File: config.mk
export PLATFORM = sky130hd
export DESIGN_NAME = bp_me_wormhole_packet_serializer
export DESIGN_NICKNAME = d
export VERILOG_FILES = /design/src/rtl/bp_me_wormhole_packet_serializer.sv
export SDC_FILE = /design/constraint.sdc
export NUM_CORES = 1
export LEC_CHECK = 0
export ABC_AREA = 1
export CORE_MARGIN = 2
export CORE_UTILIZATION = 31
export CTS_BUF_LIST = sky130_fd_sc_hd__clkbuf_4 sky130_fd_sc_hd__clkbuf_8 sky130_fd_sc_hd__clkbuf_16
export DETAILED_ROUTE_END_ITERATION = 8
export GPL_TIMING_DRIVEN = 0
export HOLD_SLACK_MARGIN = 0.15
export PLACE_DENSITY = 0.73
export SLEW_MARGIN = 20
export SYNTH_ARGS = -nofsm -noshare
export SYNTH_HDL_FRONTEND = slang
export SYNTH_SLANG_ARGS = --single-unit
File: constraint.sdc
create_clock -name clk_i -period 2.05 [get_ports clk_i]
set_clock_uncertainty 0.15 [all_clocks]
set_input_delay 0.41 -clock clk_i [delete_from_list [all_inputs] [get_ports clk_i]]
set_output_delay 0.41 -clock clk_i [all_outputs]
set_load 0.005 [all_outputs]
File: src/rtl/bp_me_wormhole_packet_serializer.sv
// Serializes one encoded wormhole header plus its data beats into a flit stream.
// Optional sticky length check: define BP_ME_WORMHOLE_SERIALIZER_LEN_CHECK_EN.
module bp_me_wormhole_packet_serializer #(
    parameter int flit_width_p   = 64,
    parameter int cord_width_p   = 7,
    parameter int len_width_p    = 4,
    parameter int wh_hdr_width_p = 150,
    parameter int data_width_p   = 128
) (
    input  logic                      clk_i,
    input  logic                      reset_i,
    input  logic [wh_hdr_width_p-1:0] wh_header_i,
    input  logic                      header_v_i,
    output logic                      header_ready_and_o,
    input  logic [data_width_p-1:0]   data_i,
    input  logic                      data_v_i,
    output logic                      data_ready_and_o,
    output logic [flit_width_p-1:0]   link_data_o,
    output logic                      link_v_o,
    input  logic                      link_ready_and_i,
    output logic                      error_o
);

    localparam int hdr_flits_lp   = (wh_hdr_width_p + flit_width_p - 1) / flit_width_p;
    localparam int beat_flits_lp  = data_width_p / flit_width_p;
    localparam int hdr_idx_w_lp   = (hdr_flits_lp > 1) ? $clog2(hdr_flits_lp) : 1;
    localparam int beat_idx_w_lp  = (beat_flits_lp > 1) ? $clog2(beat_flits_lp) : 1;
    localparam int hdr_slots_lp   = 1 << hdr_idx_w_lp;
    localparam int beat_slots_lp  = 1 << beat_idx_w_lp;

    localparam logic [len_width_p:0]   hdr_flits_ext = (len_width_p+1)'(hdr_flits_lp);
    localparam logic [len_width_p:0]   one_ext       = (len_width_p+1)'(1);
    localparam logic [len_width_p-1:0] hdr_last_lp   = len_width_p'(hdr_flits_lp - 1);
    localparam logic [len_width_p-1:0] beat_last_lp  = len_width_p'(beat_flits_lp - 1);

    typedef enum logic [1:0] {e_ready, e_hdr, e_data} state_e;

    state_e                    state_reg, state_next;
    logic [wh_hdr_width_p-1:0] header_reg;
    logic [len_width_p-1:0]    len_reg;
    logic [len_width_p-1:0]    flit_cnt_reg, flit_cnt_next;
    logic [len_width_p-1:0]    data_cnt_reg, data_cnt_next;
    logic [len_width_p-1:0]    beat_cnt_reg, beat_cnt_next;

    logic [flit_width_p-1:0]   hdr_flit  [hdr_slots_lp];
    logic [flit_width_p-1:0]   data_flit [beat_slots_lp];

    // Header flits beyond the encoded width are zero-padded; unused slots read as zero.
    genvar gi;
    generate
        for (gi = 0; gi < hdr_slots_lp; gi++) begin : g_hdr_flit
            if ((gi + 1) * flit_width_p <= wh_hdr_width_p) begin : g_full
                assign hdr_flit[gi] = header_reg[gi*flit_width_p +: flit_width_p];
            end else if (gi * flit_width_p < wh_hdr_width_p) begin : g_part
                assign hdr_flit[gi] = {{((gi+1)*flit_width_p - wh_hdr_width_p){1'b0}},
                                       header_reg[wh_hdr_width_p-1:gi*flit_width_p]};
            end else begin : g_none
                assign hdr_flit[gi] = '0;
            end
        end
        for (gi = 0; gi < beat_slots_lp; gi++) begin : g_data_flit
            if (gi < beat_flits_lp) begin : g_used
                assign data_flit[gi] = data_i[gi*flit_width_p +: flit_width_p];
            end else begin : g_unused
                assign data_flit[gi] = '0;
            end
        end
    endgenerate

    logic [len_width_p:0] len_ext, len_plus1, data_last_idx;
    logic                 last_data_flit, beat_last, header_accept;

    // Extra top bit keeps len - hdr_flits from silently wrapping on short packets.
    assign len_ext        = {1'b0, len_reg};
    assign len_plus1      = len_ext + one_ext;
    assign data_last_idx  = len_ext - hdr_flits_ext;
    assign last_data_flit = ({1'b0, data_cnt_reg} == data_last_idx);
    assign beat_last      = (beat_cnt_reg == beat_last_lp);

    assign header_ready_and_o = (state_reg == e_ready) & ~reset_i;
    assign header_accept      = header_ready_and_o & header_v_i;

    always_comb begin
        state_next       = state_reg;
        flit_cnt_next    = flit_cnt_reg;
        data_cnt_next    = data_cnt_reg;
        beat_cnt_next    = beat_cnt_reg;
        link_v_o         = 1'b0;
        link_data_o      = '0;
        data_ready_and_o = 1'b0;
        case (state_reg)
            e_ready: begin
                if (header_accept) begin
                    flit_cnt_next = '0;
                    state_next    = e_hdr;
                end
            end
            e_hdr: begin
                link_v_o    = ~reset_i;
                link_data_o = hdr_flit[flit_cnt_reg[hdr_idx_w_lp-1:0]];
                if (link_ready_and_i) begin
                    flit_cnt_next = flit_cnt_reg + 1'b1;
                    if (flit_cnt_reg == hdr_last_lp) begin
                        if (len_plus1 > hdr_flits_ext) begin
                            data_cnt_next = '0;
                            beat_cnt_next = '0;
                            state_next    = e_data;
                        end else begin
                            state_next = e_ready;
                        end
                    end
                end
            end
            e_data: begin
                link_v_o         = data_v_i & ~reset_i;
                link_data_o      = data_flit[beat_cnt_reg[beat_idx_w_lp-1:0]];
                data_ready_and_o = link_ready_and_i & (beat_last | last_data_flit) & ~reset_i;
                if (data_v_i & link_ready_and_i) begin
                    data_cnt_next = data_cnt_reg + 1'b1;
                    beat_cnt_next = beat_last ? '0 : beat_cnt_reg + 1'b1;
                    if (last_data_flit) begin
                        state_next = e_ready;
                    end
                end
            end
            default: state_next = e_ready;
        endcase
    end

    always_ff @(posedge clk_i) begin
        if (reset_i) begin
            state_reg    <= e_ready;
            header_reg   <= '0;
            len_reg      <= '0;
            flit_cnt_reg <= '0;
            data_cnt_reg <= '0;
            beat_cnt_reg <= '0;
        end else begin
            state_reg    <= state_next;
            flit_cnt_reg <= flit_cnt_next;
            data_cnt_reg <= data_cnt_next;
            beat_cnt_reg <= beat_cnt_next;
            if (header_accept) begin
                header_reg <= wh_header_i;
                len_reg    <= wh_header_i[cord_width_p +: len_width_p];
            end
        end
    end

`ifdef BP_ME_WORMHOLE_SERIALIZER_LEN_CHECK_EN
    logic                 error_reg;
    logic [len_width_p:0] len_in_plus1;

    assign len_in_plus1 = {1'b0, wh_header_i[cord_width_p +: len_width_p]} + one_ext;

    always_ff @(posedge clk_i) begin
        if (reset_i) begin
            error_reg <= 1'b0;
        end else if (header_accept && (len_in_plus1 < hdr_flits_ext)) begin
            error_reg <= 1'b1;
        end
    end

    assign error_o = error_reg & ~reset_i;
`else
    assign error_o = 1'b0;
`endif

endmodule
==> impl_metrics.tcl, run 1 <==
set metrics [dict create \
    status "finished with violations" \
    failed_checks "setup timing" \
    netlist_area_sq_mm 0.008517 \
    largest_register_ff_count 150 \
    reg2reg_from "flit_cnt_reg[0]$_SDFFE_PP0P_" \
    cp_data_required_time_ns 1.49 \
    min_period_ns 2.688 \
    maxSlewViolCount 0 \
    final_cell_mix "281 x clkdlybuf4s50_1, 260 x nand2_1, 159 x dfxtp_1" \
    hold_violations 0 \
    cts.path.max_buffers 2 \
    post-route-period-util_pct 131.1 \
    utilization_pct 52.08 \
    setup_ws_ns -0.6383 \
    yosys.area.top_type_share_pct 38.55 \
    rows 60 \
    arrival_ns 2.13 \
    ir_drop_uv 570.8 \
    setup-tns-final_ns -31.14 \
    clkLatencyLatePin_ns 0.42 \
    pin_count 351 \
    antenna_left 0 \
    nNetsFinal 1985 \
    htree_num_levels 4 \
    port_buffers 349 \
    drive_gt1_share_pct 19.24 \
    cap_violations 0 \
    initial_core_util_pct 31.60 \
    grtUsageMet2_pct 45.29 \
    cts_hold_buf 0 \
    layout_commonest_cell "clkdlybuf4s50_1" \
    cp-startpoint "state_reg[1]$_SDFFE_PP0P_" \
    fmax_mhz 372.0 \
    crit_type "reg -> out" \
    gr-max-usage-layer "met2" \
    finalWeightedCongestion 0.9030 \
    grt_pass1_vias 10040 \
    min_from "header_reg[69]$_SDFFE_PP0P_" \
    area_delta_synth_final_pct 64.79 \
    tightest_slew_ns 0.6399 \
    wl_per_cell_microns 20.47 \
    synth_cells 1281 \
    ys_seq_elements 164 \
    yosysWarnings 0 \
    drt-total-wl_mm 41.98 \
    cp-end-kind "output pin" \
    cts_tree "done" \
    core-area_sq_mm 0.02695 \
    synth_fp_nets 1574 \
    synth.distinct_cells 33 \
    synth.avg_cell_area_sq_um 6.649 \
    die_h_microns 169.8 \
    finalSetupViolCount 67 \
    dpl.hpwl_mm 30.77 \
    place_ws_ns -1.289 \
    drc 0 \
    root_buffer "clkbuf_16" \
    dr.pass1.iters 5 \
    globalRouteMet1Util_pct 37.32 \
    die_width_microns 169.8 \
    cts_num_sinks 164 \
    grt_usage_pct 27.96 \
    total_leakage_power_nw 5.942 \
    p_per_area_mw_per_mm2 891.9 \
    grt_pass1_wl_mm 60.17 \
    cp_max_fo 8 \
    first_iter_violations 888 \
    avgViaCountPerCell 5.229 \
    yosysSeqAreaShare_pct 38.55 \
    vias 10730 \
    die_area_sq_mm 0.02882 \
    grt-ovfl-total 0 \
    grt_max_degree 17 \
    clk_pin_slew_ns 0.07 \
    cts-buffers-inserted 17 \
    max-slew-margin-rel_pct 57.34 \
    yosys-top-cells-area "dfxtp_1 39%, nand2_1 12%, o21ai_0 8.9%" \
    hold_class "reg -> reg" \
    start_kind "flop" \
    antenna_found_initial 4 \
    synth_area_leader_cell "dfxtp_1" \
    use_met3_pct 4.291 \
    rsz0062_at_grt "yes" \
]
==> cell usage after synthesis <==
| master | n |
|---|---|
| a211oi_1 | 1 |
| a21oi_1 | 125 |
| a31oi_1 | 1 |
| buf_1 | 5 |
| buf_2 | 49 |
| buf_4 | 1 |
| buf_6 | 2 |
| clkbuf_1 | 44 |
| clkinv_1 | 2 |
| conb_1 | 1 |
| dfxtp_1 | 164 |
| ha_1 | 10 |
| inv_1 | 107 |
| inv_2 | 4 |
| inv_4 | 1 |
| nand2_1 | 261 |
| nand2_4 | 2 |
| nand3_1 | 98 |
| nand3_2 | 1 |
| nand4_1 | 3 |
| nor2_1 | 159 |
| nor2_4 | 2 |
| nor3_1 | 3 |
| nor3_4 | 1 |
| nor3b_1 | 1 |
| o211ai_1 | 45 |
| o21ai_0 | 151 |
| o21ai_1 | 5 |
| o21ai_2 | 3 |
| o221ai_1 | 22 |
| or2_1 | 1 |
| xnor2_1 | 3 |
| xor2_1 | 3 |
==> layout make-up <==
cell class              instances  area, sq um
flip-flops and latches        164         3299
fillers                      2577        12920
inverters                     114        483.0
clock buffers                  18        439.2
clock inverters                14        120.1
diodes                          5        12.51
multi-input cells             902         4772
plain buffers                  97        763.2
repair buffers                396         3719
well taps                     341        426.7
==> through the flow <==
stage	hold slack (ns)	cell area [sq um]	power (W)	instances
2_1_floorplan	0.2792	8517	0.006185	1281
3_3_place_gp	0.2898	12440	0.008084	1971
3_5_place_dp	0.2933	12440	0.008141	1971
4_1_cts	0.3037	13640	0.01207	2041
5_1_grt	0.3167	14030	0.01307	2050
6_report	0.3035	14030	0.01252	2051
==> worst paths after layout <==
path / endpoint / slack, ns / depth (start not counted)
worst max-delay path: link_data_o[9] / -0.64 / 12
worst min-delay path: header_reg[69]$_SDFFE_PP0P_ / 0.30 / 2
worst min register to register: header_reg[69]$_SDFFE_PP0P_ / 0.30 / 2
worst max register to register: state_reg[1]$_SDFFE_PP0P_ / 0 / 9
==> routing by layer <==
| metal | vias to the layer above | wire length, microns | share of wire (%) |
|---|---|---|---|
| met5 | - | 0 | 0 |
| met4 | 0 | 1503 | 3.6 |
| met3 | 87 | 2885 | 6.9 |
| met2 | 490 | 19460 | 46 |
| met1 | 5070 | 18130 | 43 |
| li1 | 5078 | - | - |
==> where the power goes <==
part	switching (W)	leakage, nW	internal, W
clock network	0.00149	0.261	0.00162
logic	0.00305	4.33	0.00230
registers	0.000306	1.35	0.00375
==> worst max-delay path, cell delays in order, from the launching register on <==
cell	delay, ns
dfxtp_4	0.36
inv_4	0.07
ha_4	0.18
inv_8	0.04
nor2_4	0.13
buf_12	0.16
buf_12	0.14
buf_6	0.11
o21ai_2	0.05
o221ai_2	0.16
nand2_1	0.11
inv_1	0.08
buf_6	0.10
==> repair_timing <==
item | 4_1_cts | 5_1_grt
gates cloned | 3 | 1
pin swaps | 75 | 54
setup buffers | 37 | 14
gates resized for setup | 487 | 139
setup endpoints to repair | 196 | 146
==> kinds of logic (layout without fill, tap and decap cells) <==
family / Yosys count / after routing / share of synthesized area, %
flip-flops: 164 / 164 / 38.55
other: 1 / 6 / 0.04403
AO/OA/AOI/OAI: 353 / 353 / 23.21
adder cells (fa/ha/maj): 10 / 10 / 1.469
XOR/XNOR: 6 / 6 / 0.6171
AND/OR/NAND/NOR: 532 / 532 / 25.66
buffers and inverters: 215 / 639 / 10.45
Note: power is estimated with default switching activity, not from simulation.
==> run 2: changes to the inputs <==
==> constraint.sdc (replaced) <==
create_clock -name clk_i -period 2.05 [get_ports clk_i]
set_clock_uncertainty 0.15 [all_clocks]
set_input_delay 0.3075 -clock clk_i [delete_from_list [all_inputs] [get_ports clk_i]]
set_output_delay 0.3075 -clock clk_i [all_outputs]
set_load 0.005 [all_outputs]
==> run 2 against run 1 <==
  * The flow still finishes with violations (setup timing)
  * Worst setup slack better by 0.12 ns
  * Maximum frequency increased by 4.9%
  * Cell count hardly changed
  * Register-to-register slack worse by 0.02 ns
  * Combinational power barely moved
  * Critical path depth did not move
  * Total power about the same
  * Highest routed layer unchanged
==> impl_metrics.tcl, run 2 (synthesized netlist as in run 1, its figures left out) <==
set metrics [dict create \
    initial_core_util_pct 31.60 \
    utilization_pct 52.09 \
    cp_slowest_cell "dfxtp_4" \
    min_period_ns 2.564 \
    cp_cell_sequence "inv_4 > ha_4 > inv_8 > nor2_4 > buf_12 > buf_12 > buf_6 > o21ai_2 > o221ai_2 > nand2_1 > inv_1 > buf_6" \
    nNetsFinal 1985 \
    multiInputGateArea_sq_mm 0.004775 \
    grt_max_degree 17 \
    drive_gt1_share_pct 19.24 \
    start_kind "flop" \
    cts_num_sinks 164 \
    antenna_left 0 \
    clkLatencyLatePin_ns 0.42 \
    rows 60 \
    dp.cells 1971 \
    status "finished with violations" \
    vias 10730 \
    avgViaCountPerCell 5.234 \
    cap_violations 0 \
    wl_per_cell_microns 20.48 \
    port_buffers 349 \
    pin_count 351 \
    p_int_w 0.007661 \
    cts-buffers-inserted 17 \
    cp_max_fo 8 \
    fmax_mhz 390.1 \
    crit_type "reg -> out" \
    maxSlewViolCount 0 \
    core-area_sq_mm 0.02695 \
    pwr-share-clk_pct 24.9 \
    area_delta_synth_final_pct 64.84 \
    cts_tree "done" \
    power.total_w 0.01251 \
    antenna_found_initial 4 \
    grt-ovfl-total 0 \
    largest_register_ff_count 150 \
    post-route-period-util_pct 125.1 \
    cp-end-kind "output pin" \
    htree_num_levels 4 \
    tightest_slew_ns 0.6446 \
    instances_no_fill 2050 \
    root_buffer "clkbuf_16" \
    die_area_sq_mm 0.02882 \
    die_h_microns 169.8 \
    grt_pass1_vias 10020 \
    ir_drop_uv 572.5 \
    hold_class "in -> reg" \
    p_per_area_mw_per_mm2 891.2 \
    cts_hold_buf 0 \
    final_cell_mix "281 x clkdlybuf4s50_1, 260 x nand2_1, 159 x dfxtp_1" \
    pwr-share-seq_pct 32.4 \
    layout_commonest_cell "clkdlybuf4s50_1" \
    seq_area_sq_mm 0.003299 \
    hold_violations 0 \
    drc 0 \
    dpl.hpwl_mm 30.77 \
    cp_data_required_time_ns 1.59 \
    fill_cells 2575 \
    first_iter_violations 877 \
    clk_pin_slew_ns 0.08 \
    pwr-share-comb_pct 42.7 \
    slowest_delay_ns 0.36 \
    finalWeightedCongestion 0.9030 \
    die_width_microns 169.8 \
    max-slew-margin-rel_pct 57.03 \
    sw_frac_of_total_pct 38.77 \
    dr.pass1.iters 5 \
    rsz0062_at_grt "yes" \
    cts.path.max_buffers 2 \
    finalSetupViolCount 68 \
    switchingPower_w 0.004851 \
    grt_usage_pct 27.92 \
    total_leakage_power_nw 5.943 \
    setup_ws_ns -0.5137 \
    drt-total-wl_mm 41.98 \
    failed_checks "setup timing" \
    grt_pass1_wl_mm 60.05 \
    arrival_ns 2.11 \
]
run 2: changes by cell type in the layout (fill, tap and decap cells not counted):
cell           delta
dlygate4sd2_1     +1
clkbuf_4          -1
diode_2           -1
nor2_2            +1
buf_6             +1
nor2_1            -1
buf_4             -1
run 2: what timing repair did:
item | in CTS | in global routing
setup endpoints to repair | 195 | 144
gates resized for setup | 487 | 137
pin swaps | 75 | 54
cloned | 3 | 1
setup buffers | 36 | 12
run 2: final cells by class:
| type | count | area share (%) |
|---|---|---|
| multi-input combinational | 902 | 34.01 |
| timing repair buffer | 396 | 26.54 |
| sequential | 164 | 23.50 |
| buffer | 97 | 5.418 |
| inverter | 114 | 3.440 |
| clock buffer | 18 | 3.128 |
| tap | 341 | 3.039 |
| clock inverter | 14 | 0.8555 |
| antenna | 4 | 0.07129 |
run 2: per-layer routing:
metal / vias up / share of wire (%) / global-route usage, %
met5: - / 0 / 0
met3: 74 / 6.9 / 4.268
met2: 474 / 47 / 45.25
li1: 5086 / - / -
met1: 5096 / 43 / 37.32
met4: 0 / 3.3 / 10.93
run 2: path summary, 6_finish.rpt:
check | startpoint | end | slack (ns) | depth (start not counted)
worst max-delay path | state_reg[1]$_SDFFE_PP0P_ | link_data_o[9] | -0.51 | 12
worst min-delay path | wh_header_i[70] | header_reg[70]$_SDFFE_PP0P_ | 0.26 | 3
worst max register to register | flit_cnt_reg[0]$_SDFFE_PP0P_ | state_reg[1]$_SDFFE_PP0P_ | -0.02 | 9
worst min register to register | header_reg[69]$_SDFFE_PP0P_ | header_reg[69]$_SDFFE_PP0P_ | 0.30 | 2
run 2: worst max-delay path: cells and delay by family (launching register included):
kind,cells,cell delay (ns)
DFF,1,0.36
adders and majority gates,1,0.18
buffers and inverters,7,0.71
and+or+nand+nor,2,0.23
AOI/OAI and AO/OA,2,0.21
run 2: power by group through the flow:
stage / clock network (W) / logic, W / registers [W]
2_1_floorplan: 0 / 0.00220 / 0.00399
3_3_place_gp: 0 / 0.00403 / 0.00405
3_5_place_dp: 0 / 0.00407 / 0.00408
4_1_cts: 0.00314 / 0.00491 / 0.00403
5_1_grt: 0.00327 / 0.00570 / 0.00410
6_report: 0.00312 / 0.00534 / 0.00406
run 2: through the flow:
stage	area [sq um]	hold slack (ns)	setup WS, ns	setup TNS (ns)
after floorplan	8517	0.2360	0.1157	0
after global placement	12440	0.2898	-1.105	-110.22
after detailed placement	12440	0.2933	-1.187	-112.27
after CTS	13640	0.2487	-0.5726	-29.33
after global routing	14040	0.2624	-0.5797	-29.03
final	14040	0.2573	-0.5137	-24.11
==> run 3: changes to the inputs <==
--- a/config.mk
+++ b/config.mk
@@ -5,14 +5,12 @@
 export SDC_FILE = /design/constraint.sdc
 export NUM_CORES = 1
 export LEC_CHECK = 0
-export ABC_AREA = 1
 export CORE_MARGIN = 2
 export CORE_UTILIZATION = 31
 export CTS_BUF_LIST = sky130_fd_sc_hd__clkbuf_4 sky130_fd_sc_hd__clkbuf_8 sky130_fd_sc_hd__clkbuf_16
 export DETAILED_ROUTE_END_ITERATION = 8
 export GPL_TIMING_DRIVEN = 0
 export HOLD_SLACK_MARGIN = 0.15
-export PLACE_DENSITY = 0.73
 export SLEW_MARGIN = 20
 export SYNTH_ARGS = -nofsm -noshare
 export SYNTH_HDL_FRONTEND = slang
==> constraint.sdc (replaced) <==
create_clock -name clk_i -period 2.55 [get_ports clk_i]
set_clock_uncertainty 0.15 [all_clocks]
set_input_delay 0.3825 -clock clk_i [delete_from_list [all_inputs] [get_ports clk_i]]
set_output_delay 0.3825 -clock clk_i [all_outputs]
set_load 0.005 [all_outputs]
==> run 3 against run 2 <==
  * The flow still finishes with violations (setup timing)
  * Utilization increased by 2.2 points
  * Non-clock buffer count increased by 1
  * Global-route usage down 1.3 points
  * Register-to-register slack improved by 0.15 ns
  * Cell count shrank 8.8%
  * Sequential cell count stayed put
  * Combinational power decreased by 54%
  * Worst setup slack better by 0.41 ns
  * Critical path type unchanged
==> impl_metrics.tcl, run 3 <==
set metrics [dict create \
    status "finished with violations" \
    failed_checks "setup timing" \
    yosysWarnings 0 \
    finalSetupViolCount 33 \
    cts-buffers-inserted 17 \
    post-route-period-util_pct 103.9 \
    clkLatencyLatePin_ns 0.42 \
    cp_data_required_time_ns 2.02 \
    fill_cells 2542 \
    ys_seq_elements 164 \
    seq_area_sq_mm 0.003298 \
    synth_cells 1094 \
    htree_num_levels 4 \
    utilization_pct 54.25 \
    wl_per_cell_microns 21.20 \
    avgViaCountPerCell 5.108 \
    hold_class "reg -> reg" \
    hold_violations 0 \
    yosys.area.top_type_share_pct 38.79 \
    rows 60 \
    port_buffers 348 \
    largest_register_ff_count 150 \
    drt-total-wl_mm 39.63 \
    cap_violations 0 \
    grt-ovfl-total 0 \
    synth_area_leader_cell "dfxtp_1" \
    grt_pass1_vias 9513 \
    drive_gt1_share_pct 20.93 \
    arrival_ns 2.12 \
    fmax_mhz 377.3 \
    initial_core_util_pct 31.49 \
    synthFlopType "dfxtp_1" \
    clk_pin_slew_ns 0.06 \
    rsz0062_at_grt "yes" \
    grt_max_degree 17 \
    yosys-top-cells-area "dfxtp_1 39%, mux2i_1 16%, nand2_1 14%" \
    place_ws_ns -1.181 \
    core-area_sq_mm 0.02688 \
    netlist_area_sq_mm 0.008464 \
    ir_drop_uv 498.7 \
    yosys.cell_count.top_type "nand2_1" \
    synth_fp_nets 1387 \
    synth.distinct_cells 44 \
    area_delta_synth_final_pct 72.24 \
    cp_max_fo 5 \
    grt_usage_pct 26.60 \
    p_per_area_mw_per_mm2 561.3 \
    dpl.hpwl_mm 28.07 \
    vias 9546 \
    cts_tree "done" \
    maxSlewViolCount 0 \
    synthArstFlopShare_pct 0 \
    root_buffer "clkbuf_16" \
    synth.avg_cell_area_sq_um 7.737 \
    cts.path.max_buffers 2 \
    layout_commonest_cell "nand2_1" \
    grt_pass1_wl_mm 56.99 \
    ys_top_cells_by_count "307 x nand2_1, 164 x dfxtp_1, 153 x nand3_1" \
    synth_edf_count 0 \
    nNetsFinal 1805 \
    final_cell_mix "307 x nand2_1, 282 x clkdlybuf4s50_1, 158 x dfxtp_1" \
    antenna_found_initial 6 \
    cp-end-kind "output pin" \
    multiInputGateArea_sq_mm 0.005542 \
    total_leakage_power_nw 5.975 \
    tightest_slew_ns 0.7358 \
    first_iter_violations 546 \
    die_area_sq_mm 0.02864 \
    die_h_microns 169.2 \
    max-slew-margin-rel_pct 50.95 \
    drc 0 \
    yosysSeqAreaShare_pct 38.79 \
    start_kind "flop" \
    dr.pass1.iters 6 \
    antenna_left 0 \
    crit_type "reg -> out" \
    cts_num_sinks 164 \
    setup_ws_ns -0.1003 \
    pin_count 351 \
    min_period_ns 2.650 \
    finalWeightedCongestion 0.8278 \
    die_width_microns 169.2 \
]
[run 3: changes by cell type in the layout (fill, tap and decap cells not counted), sizes merged, moves of 54 or more]
cell	change
a21oi	-97
inv	-99
mux2i	+133
nand3	+54
nor2	-148
o21ai	-154
o22ai	+64
[run 3: report_power, final]
| part | switching [W] | internal [W] | total (W) |
|---|---|---|---|
| Combinational | 0.00125 | 0.00121 | 0.00247 |
| Clock | 0.00120 | 0.00151 | 0.00270 |
| Sequential | 0.000173 | 0.00284 | 0.00301 |
[run 3: cells by family after synthesis]
kind of cell | Yosys count | share of synthesized area (%)
and+or+nand+nor | 559 | 29.68
DFF | 164 | 38.79
muxes | 133 | 15.73
AOI/OAI and AO/OA | 115 | 8.559
buffers and inverters | 106 | 5.100
adders and majority gates | 10 | 1.478
xor gates and xnor gates | 6 | 0.6210
other | 1 | 0.04430
[run 3: final timing paths]
| check | slack, ns | depth (start not counted) | start | end |
|---|---|---|---|---|
| setup / recovery | -0.10 | 10 | state_reg[0]$_SDFFE_PP0P_ | link_data_o[54] |
| hold / removal | 0.30 | 2 | header_reg[61]$_SDFFE_PP0P_ | header_reg[61]$_SDFFE_PP0P_ |
| setup reg to reg | 0.13 | 8 | flit_cnt_reg[0]$_SDFFE_PP0P_ | data_cnt_reg[3]$_SDFFE_PP0P_ |
| hold reg to reg | 0.30 | 2 | header_reg[61]$_SDFFE_PP0P_ | header_reg[61]$_SDFFE_PP0P_ |
[run 3: per-layer routing]
metal	part of all wire, %	vias up	GRT usage [%]
met3	5.9	52	5.317
met5	0.028	-	0
li1	-	4581	-
met1	44	4577	35.15
met4	2.5	2	9.290
met2	47	334	43.27
[run 3: cell type report]
class / count / area share [%]
multi-input cells: 824 / 38.01
repair buffers: 405 / 26.72
flip-flops and latches: 164 / 22.62
plain buffers: 89 / 5.201
clock buffers: 18 / 3.012
well taps: 341 / 2.927
clock inverters: 13 / 1.116
inverters: 11 / 0.3261
diodes: 4 / 0.06866
[run 3: stage by stage]
stage          total power (W)  cell area [sq um]  std cells  TNS, ns  hold WS (ns)
2_1_floorplan         0.003920               8464       1094        0        0.2795
3_3_place_gp          0.004879              12370       1783  -148.43        0.2909
3_5_place_dp          0.004905              12380       1783   -91.80        0.2939
4_1_cts               0.007973              14130       1864   -5.652        0.3043
5_1_grt               0.008510              14580       1869   -5.140        0.3154
6_report              0.008184              14580       1869   -1.333        0.3025
[run 3: timing repair]
| action | 4_1_cts | 5_1_grt |
|---|---|---|
| hold buffers | 0 | 0 |
| resized for setup | 501 | 100 |
| buffers inserted | 47 | 5 |
| pin swaps | 51 | 31 |
| gates cloned | 7 | 2 |
| endpoints found under the setup margin | 208 | 69 |
[run 3: critical path, cell delays in order, from the launching register on]
cell        delay, ns
dfxtp_2          0.33
inv_2            0.08
ha_4             0.17
clkinvlp_4       0.14
buf_12           0.16
clkbuf_16        0.15
buf_8            0.13
clkbuf_16        0.16
o22ai_4          0.13
and2_4           0.17
buf_6            0.08
